`config.mk`:
```
export PLATFORM = sky130hd
export DESIGN_NAME = play_source_arbiter
export DESIGN_NICKNAME = d
export VERILOG_FILES = /design/src/rtl/play_source_arbiter_pkg.sv /design/src/rtl/play_source_arbiter_timer.sv /design/src/rtl/play_source_arbiter.sv
export SDC_FILE = /design/constraint.sdc
export NUM_CORES = 1
export LEC_CHECK = 0
export ABC_CLOCK_PERIOD_IN_PS = 4000
export CAP_MARGIN = 10
export CORE_MARGIN = 3
export CORE_UTILIZATION = 45
export CTS_CLUSTER_DIAMETER = 200
export CTS_CLUSTER_SIZE = 10
export DETAILED_ROUTE_END_ITERATION = 10
export PLACE_DENSITY = 0.91
export RECOVER_POWER = 100
export SLEW_MARGIN = 25
export SYNTH_ARGS = -nofsm -noshare
export SYNTH_HDL_FRONTEND = slang
export SYNTH_SLANG_ARGS = --single-unit
```
`constraint.sdc`:
```
create_clock -name clk -period 4 [get_ports clk]
set_clock_uncertainty 0.2 [all_clocks]
set_input_delay 1.2 -clock clk [delete_from_list [all_inputs] [get_ports clk]]
set_output_delay 1.2 -clock clk [all_outputs]
set_load 0.05 [all_outputs]
```
`src/rtl/play_source_arbiter_pkg.sv`:
```
// rtl/play_source_arbiter_pkg.sv - shared types and constants for the playback source arbiter
package play_source_arbiter_pkg;

    typedef enum logic [1:0] {
        ST_IDLE = 2'd0,
        ST_OWN1 = 2'd1,
        ST_OWN2 = 2'd2,
        ST_GAP  = 2'd3
    } arb_state_t;

    localparam int CW_DEF = 3;
    localparam int VW_DEF = 16;

    localparam logic [1:0] SRC_NONE = 2'd0;
    localparam logic [1:0] SRC1     = 2'd1;
    localparam logic [1:0] SRC2     = 2'd2;

    // The source that is not s (SRC_NONE maps to SRC1, never used that way)
    function automatic logic [1:0] other_src(input logic [1:0] s);
        return (s == SRC1) ? SRC2 : SRC1;
    endfunction

endpackage

```
`src/rtl/play_source_arbiter_timer.sv`:
```
// rtl/play_source_arbiter_timer.sv - clearable saturating cycle counter with done flag
module arb_timer #(
    parameter int LIMIT = 16
) (
    input  logic clk,
    input  logic rst_n,
    input  logic i_clear,
    output logic o_done
);

    localparam int W = (LIMIT > 1) ? $clog2(LIMIT) : 1;
    localparam logic [W-1:0] LAST = W'(LIMIT - 1);

    logic [W-1:0] r_cnt;

    assign o_done = (r_cnt == LAST);

    // Held at zero while cleared, otherwise counts up and sticks at LIMIT-1
    always_ff @(posedge clk or negedge rst_n) begin
        if (!rst_n) begin
            r_cnt <= '0;
        end else if (i_clear) begin
            r_cnt <= '0;
        end else if (!o_done) begin
            r_cnt <= r_cnt + 1'b1;
        end
    end

endmodule

```
`src/rtl/play_source_arbiter.sv`:
```
// rtl/play_source_arbiter.sv - two-source playback arbiter with hold time and muted handover gap
module play_source_arbiter
    import play_source_arbiter_pkg::*;
#(
    parameter int CW       = CW_DEF,
    parameter int VW       = VW_DEF,
    parameter int HOLD_CYC = 16,
    parameter int GAP_CYC  = 4
) (
    input  logic          clk,
    input  logic          rst_n,
    input  logic          req1,
    input  logic [CW-1:0] current1,
    input  logic [VW-1:0] volume1,
    input  logic          req2,
    input  logic [CW-1:0] current2,
    input  logic [VW-1:0] volume2,
    output logic          gnt1,
    output logic          gnt2,
    output logic          ena,
    output logic [CW-1:0] current,
    output logic [VW-1:0] volume,
    output logic          muted
);

    arb_state_t    r_state;
    arb_state_t    w_next;
    logic [1:0]    r_last;
    logic [1:0]    r_target;
    logic          r_ena;
    logic [CW-1:0] r_current;
    logic [VW-1:0] r_volume;
    logic          r_muted;

    logic w_in_own;
    logic w_in_gap;
    logic w_hold_done;
    logic w_gap_done;
    logic w_tgt_req;
    logic w_oth_req;

    assign w_in_own  = (r_state == ST_OWN1) || (r_state == ST_OWN2);
    assign w_in_gap  = (r_state == ST_GAP);
    assign w_tgt_req = (r_target == SRC1) ? req1 : req2;
    assign w_oth_req = (other_src(r_target) == SRC1) ? req1 : req2;

    // Hold timer restarts on every entry into an OWN state (OWN is only entered from IDLE or GAP)
    arb_timer #(.LIMIT(HOLD_CYC)) u_hold_timer (
        .clk     (clk),
        .rst_n   (rst_n),
        .i_clear (!w_in_own),
        .o_done  (w_hold_done)
    );

    // Gap timer restarts on every entry into GAP
    arb_timer #(.LIMIT(GAP_CYC)) u_gap_timer (
        .clk     (clk),
        .rst_n   (rst_n),
        .i_clear (!w_in_gap),
        .o_done  (w_gap_done)
    );

    // Next-state decision; source 1 may preempt a settled source 2 owner, never the reverse
    always_comb begin
        w_next = r_state;
        case (r_state)
            ST_IDLE: begin
                if (req1 && req2)  w_next = (r_last == SRC1) ? ST_OWN2 : ST_OWN1;
                else if (req1)     w_next = ST_OWN1;
                else if (req2)     w_next = ST_OWN2;
            end
            ST_OWN1: begin
                if (w_hold_done && !req1) w_next = req2 ? ST_GAP : ST_IDLE;
            end
            ST_OWN2: begin
                if (w_hold_done && req1)       w_next = ST_GAP;
                else if (w_hold_done && !req2) w_next = ST_IDLE;
            end
            ST_GAP: begin
                if (w_gap_done) begin
                    if (w_tgt_req)      w_next = (r_target == SRC1) ? ST_OWN1 : ST_OWN2;
                    else if (w_oth_req) w_next = (r_target == SRC1) ? ST_OWN2 : ST_OWN1;
                    else                w_next = ST_IDLE;
                end
            end
            default: w_next = ST_IDLE;
        endcase
    end

    // State, entry-side bookkeeping (last owner, gap target, selector) and registered datapath
    always_ff @(posedge clk or negedge rst_n) begin
        if (!rst_n) begin
            r_state   <= ST_IDLE;
            r_last    <= SRC2;
            r_target  <= SRC_NONE;
            r_ena     <= 1'b0;
            r_current <= '0;
            r_volume  <= '0;
            r_muted   <= 1'b1;
        end else begin
            r_state <= w_next;
            if (w_next == ST_OWN1 && r_state != ST_OWN1) begin
                r_last <= SRC1;
                r_ena  <= 1'b1;
            end
            if (w_next == ST_OWN2 && r_state != ST_OWN2) begin
                r_last <= SRC2;
                r_ena  <= 1'b0;
            end
            if (w_next == ST_GAP && r_state != ST_GAP) begin
                r_target <= (r_state == ST_OWN1) ? SRC2 : SRC1;
            end
            case (r_state)
                ST_OWN1: begin
                    r_current <= current1;
                    r_volume  <= volume1;
                    r_muted   <= 1'b0;
                end
                ST_OWN2: begin
                    r_current <= current2;
                    r_volume  <= volume2;
                    r_muted   <= 1'b0;
                end
                default: begin
                    r_volume <= '0;
                    r_muted  <= 1'b1;
                end
            endcase
        end
    end

    assign gnt1    = (r_state == ST_OWN1);
    assign gnt2    = (r_state == ST_OWN2);
    assign ena     = r_ena;
    assign current = r_current;
    assign volume  = r_volume;
    assign muted   = r_muted;

endmodule

```
**Yosys cells after proc, flatten, opt, wreduce, memory -nomap -nowiden**

Index checks and enable logic that the tools add are counted.

- Word-level logic and storage cells: 69
- Register bits after elaboration: 33
- Output and inout bits: 23

- $add $sub $neg: 2
- Multiplexer cells: 28
- Eq/ne operators: 16
- Reductions and logical operators: 14

Operators with widths:

| cell | number |
|---|---|
| 2-bit 2-to-1 mux | 18 |
| 16-bit case mux with 2 select lines | 1 |
| 2-bit by 1-bit equality test with 1-bit output (second input constant) | 5 |
| 2-bit equality test (second input constant) | 5 |
| 4-bit 2-to-1 mux | 2 |
| 2-bit inequality test (second input constant) | 4 |
| 2-bit case mux with 4 select lines | 1 |
| 1-bit logical AND | 7 |
| 3-bit case mux with 2 select lines | 1 |
| 1-bit 2-to-1 mux | 5 |
| 4-bit by 1-bit adder with 4-bit output (second input constant) | 1 |
| 4-bit equality test (second input constant) | 1 |
| 2-bit nonzero test | 2 |
| 2-bit by 1-bit adder with 2-bit output (second input constant) | 1 |
| 1-bit zero test | 2 |
| 2-bit zero test | 1 |
| 2-bit by 1-bit inequality test with 1-bit output (second input constant) | 1 |
| 2-bit OR reduction | 1 |
| 1-bit logical OR | 1 |

**Longest topological paths before layout**

- Depth in word-level cells: 12
- Depth in mapped cells: 8
- Gate-level depth less buffers: 8

**Hierarchy**

Synthesis repeated with hierarchy kept, for this count alone.

- Cells, all modules: 150
- Area, all modules: 1,576.5 um^2

Modules (own cells, without submodules):

| module | area each (um^2) | times used | cells each |
|---|---|---|---|
| play_source_arbiter | 1,271.2 | 1 | 124 |
| arb_timer (u_hold_timer) | 216.5 | 1 | 19 |
| arb_timer (u_gap_timer) | 88.8 | 1 | 7 |

**Worst setup path before layout**

Ideal clock, no wire load.

- Path kind: input -> register
- Start point: in req1
- End point: reg r_target[1]
- Stages: 5
- Path slack: 1.204 ns
- Arrival: 2.471 ns
- Path through: nand4b_1 > and3_4 > o41a_4 > nor4b_4 > mux2_4

- Word-level cells in the longest chain between the ends: 7
- Elaborated cells on any way between the ends: 16
- Those cells by class: eq/ne: 1; mux: 10; reduce/logical: 5

RTL lines:

| item | RTL line | text |
|---|---|---|
| from (decl) | play_source_arbiter.sv:12 | `input logic req1,` |
| 1-bit 2-to-1 mux | play_source_arbiter.sv:45 | `assign w_oth_req = (other_src(r_target) == SRC1) ? req1 : req2;` |
| 2-bit 2-to-1 mux | play_source_arbiter.sv:82 | `else if (w_oth_req) w_next = (r_target == SRC1) ? ST_OWN2 : ST_OWN1;` |
| 2-bit 2-to-1 mux | play_source_arbiter.sv:81 | `if (w_tgt_req) w_next = (r_target == SRC1) ? ST_OWN1 : ST_OWN2;` |
| 2-bit 2-to-1 mux | play_source_arbiter.sv:80 | `if (w_gap_done) begin` |
| 2-bit case mux with 4 select lines (*) | play_source_arbiter.sv:66 | `case (r_state)` |
| net w_next[1] | play_source_arbiter.sv:27 | `arb_state_t w_next;` |
| 2-bit equality test (*) | play_source_arbiter.sv:110 | `if (w_next == ST_GAP && r_state != ST_GAP) begin` |
| 1-bit logical AND (*) | play_source_arbiter.sv:110 |  |
| to (signal assigned) | play_source_arbiter.sv:111 | `r_target <= (r_state == ST_OWN1) ? SRC2 : SRC1;` |
| to (decl) | play_source_arbiter.sv:29 | `logic [1:0] r_target;` |

Mark *: on every way through the listed nets, which the timed path passes. The rest lies on a longest branch.
A chain may end at the register's enable or synchronous reset.

**Worst setup path after layout**

- Start point: reg r_state[0]
- End point: out gnt2

- Word-level cells in the longest chain between the ends: 1

RTL lines:

| item | RTL line | text |
|---|---|---|
| from (decl) | play_source_arbiter.sv:26 | `arb_state_t r_state;` |
| from (signal assigned) | play_source_arbiter.sv:101 | `r_state <= w_next;` |
| 2-bit equality test | play_source_arbiter.sv:133 | `assign gnt2 = (r_state == ST_OWN2);` |
| to (decl) | play_source_arbiter.sv:19 | `output logic gnt2,` |

Every way passes these cells.

==> results.toml <==
[run_status]
outcome = "finished with violations"
violations = "capacitance limit, slew limit"

[worst_setup_path]
r2r_setup_slack_ns = 1.21
cp-endpoint = "gnt2"
reg2reg_from = "r_state[0]"
setup.worst_path.start = "r_state[0]"
cp.required_ns = 2.60
startpoint_type = "register"
cp_max_fo = 5
endpoint_kind = "output pin"
r2r_cells = 8
critPathArrivalTime_ns = 1.94
critPathKind = "reg2out"
r2r-end = "r_target[1]"

[drt]
wirelength_um = 4130
ant_nets = 0
firstDrtPassIters = 4
routed_via_density = 5.46
num_vias = 1382
first_iter_violations = 71
drc = 0
wl_per_cell_um = 16.3

[synthesis]
synth_top_area_share_pct = 48.9
async_flop_share_pct = 100
syn_area_per_cell_um2 = 10.9
ys_seq_elements = 32
synth_most_common_cell = "dfrtp_1"
synth_area_leader_cell = "dfrtp_1"
syn-cell-area_mm2 = 0.00154
synth_common_cells = "dfrtp_1 (30), nor2_1 (23), a22oi_1 (16)"
synth_cell_type_count = 36
seq_area_frac_synth_pct = 52.3
synth_edf_count = 0
synth_fp_nets = 189
synthFlopType = "dfrtp_1"
syn-instance-count = 141
ys_warn_count = 0
yosys-top-cells-area = "dfrtp_1 (49%), a22oi_1 (7.8%), nor2_1 (5.6%), ha_1 (4.9%), mux2i_1 (3.9%)"

[sta]
fin_crit_sh_pct = 83.6
clock.fmax_ghz = 0.299
rsz0062_at_grt = "no"
hold_viol = 0
finalSetupTns_ns = 0
setup-violations-final = 0
slew_viol_final = 33
maxSlewHeadroom_pct = -12.1
period_needed_ns = 3.34
worst_pin_slew_ns = 1.68

[global_route]
gr-total-overflow = 0
grt_antenna_before_repair = 0
first_global_vias = 1505
grt_pass1_wl_um = 6920
grt_max_degree = 33
grt_usage_pct = 22.2

[clock_network]
cts_setup_buffers = 0
numCtsBuffers = 5
cts_max_level = 2
clockRootBuffer = "clkbuf_4"
cts_buffer_depth = 2
insertion_delay_ns = 0.32
hold_buffers = 0
path_clk_slew_ns = 0.09
post_cts_resized = 0
cts_tree = "yes"
clkSinkCount = 32

[min_path]
whs_path_depth = 1
hp-start = "r_target[1]"
hp-class = "reg2reg"

[floorplan]
die_h_um = 64.4
initial_core_util_pct = 48.7
io_pins = 65
core.rowCount = 20
coreArea_mm2 = 0.00315
chipWidth_um = 64.4
dieArea_mm2 = 0.00415

[cells_and_area]
post-route-util_pct = 71.7
nNetsFinal = 256
diodes = 0
area_growth_pct = 47.2
drive_above_1_share_pct = 6.70

[pwr]
p_leak_nw = 1.04
p_per_area_mw_per_mm2 = 755
ir_drop_uv = 373

[placement]
dp_hpwl_um = 3130
gp_congestion = 0.790
port_buffers = 64

[job]
max_cap_viol_count = 1
==> registers in the layout (all words and copies together) (netlist names) <==
name and flops:
current 3, muted 1, r_last 2, r_state 2, r_target 2, u_gap_timer.r_cnt 2
u_hold_timer.r_cnt 4, volume 16
==> worst min path at each step <==
stage                   to  slack, ns
2_1_floorplan    r_last[1]       0.27
3_5_place_dp     r_last[1]       0.29
6_report       r_target[1]       0.33
3_3_place_gp     r_last[1]       0.29
4_1_cts        r_target[1]       0.32
5_1_grt        r_target[1]       0.34
==> cells by family after synthesis <==
family          after synthesis  share of synthesized area (%)
compound gates               39                           18.6
flops                        32                           52.3
buf+inv                      14                           3.42
xor+xnor                      2                           1.14
mux                           8                           5.62
fa+ha+maj                     6                           4.89
simple gates                 40                           14.0
==> layout by cell type, fill, tap and decap left out, types with 2 or more instances in the layout <==
cell	netlist	layout
clkdlybuf4s50_1	0	36
dfrtp_1	30	30
dlygate4sd3_1	0	28
nor2_1	23	23
a22oi_1	16	16
a21oi_1	7	8
inv_1	7	7
mux2i_1	6	6
ha_1	6	6
clkbuf_4	0	5
o21ai_0	4	4
nand3_1	3	3
nand4b_1	2	2
nand3b_1	2	2
a31oi_1	2	2
nor2b_1	2	2
and3_1	1	2
xnor2_1	2	2
clkbuf_1	6	2
clkbuf_8	0	2
dfstp_2	2	2
buf_4	0	2
==> per-stage QoR <==
step | instances | hold WS (ns) | setup WS, ns | power, mW | cell area, um^2
2_1_floorplan | 141 | 0.265 | 1.20 | 1.22 | 1540
3_3_place_gp | 245 | 0.288 | 0.662 | 1.51 | 2230
3_5_place_dp | 245 | 0.285 | 0.570 | 1.57 | 2230
4_1_cts | 253 | 0.325 | 0.683 | 1.78 | 2300
5_1_grt | 253 | 0.338 | 0.577 | 1.81 | 2260
6_report | 253 | 0.326 | 0.657 | 1.71 | 2260
==> worst max-delay path: stages (launching register included) <==
cell and delay (ns):
dfrtp_1 0.44, inv_1 0.12, ha_1 0.17, dlygate4sd3_1 0.88
==> report_power, final <==
group | total (mW) | leakage [nW] | switching, mW | internal (mW)
sequential | 0.504 | 0.415 | 0.0600 | 0.444
clock | 0.209 | 0.0386 | 0.106 | 0.103
combinational | 0.993 | 0.588 | 0.663 | 0.330
total | 1.71 | 1.04 | 0.829 | 0.878
==> per-layer routing <==
metal	wire [um]	global-route usage, %	vias up
met2	2110	39.3	70
met1	1460	22.2	667
met3	462	10.6	11
met4	99	8.97	0
li1	-	-	634
met5	0	0	-
==> area by class of cell <==
| class | count | area (um^2) |
|---|---|---|
| clock buffer | 8 | 68.8 |
| fill | 228 | 893 |
| inverter | 7 | 26.3 |
| multi-input combinational | 95 | 647 |
| sequential | 32 | 803 |
| tap | 44 | 55.1 |
| timing repair buffer | 67 | 659 |
Power figures use the tool's default switching activity.
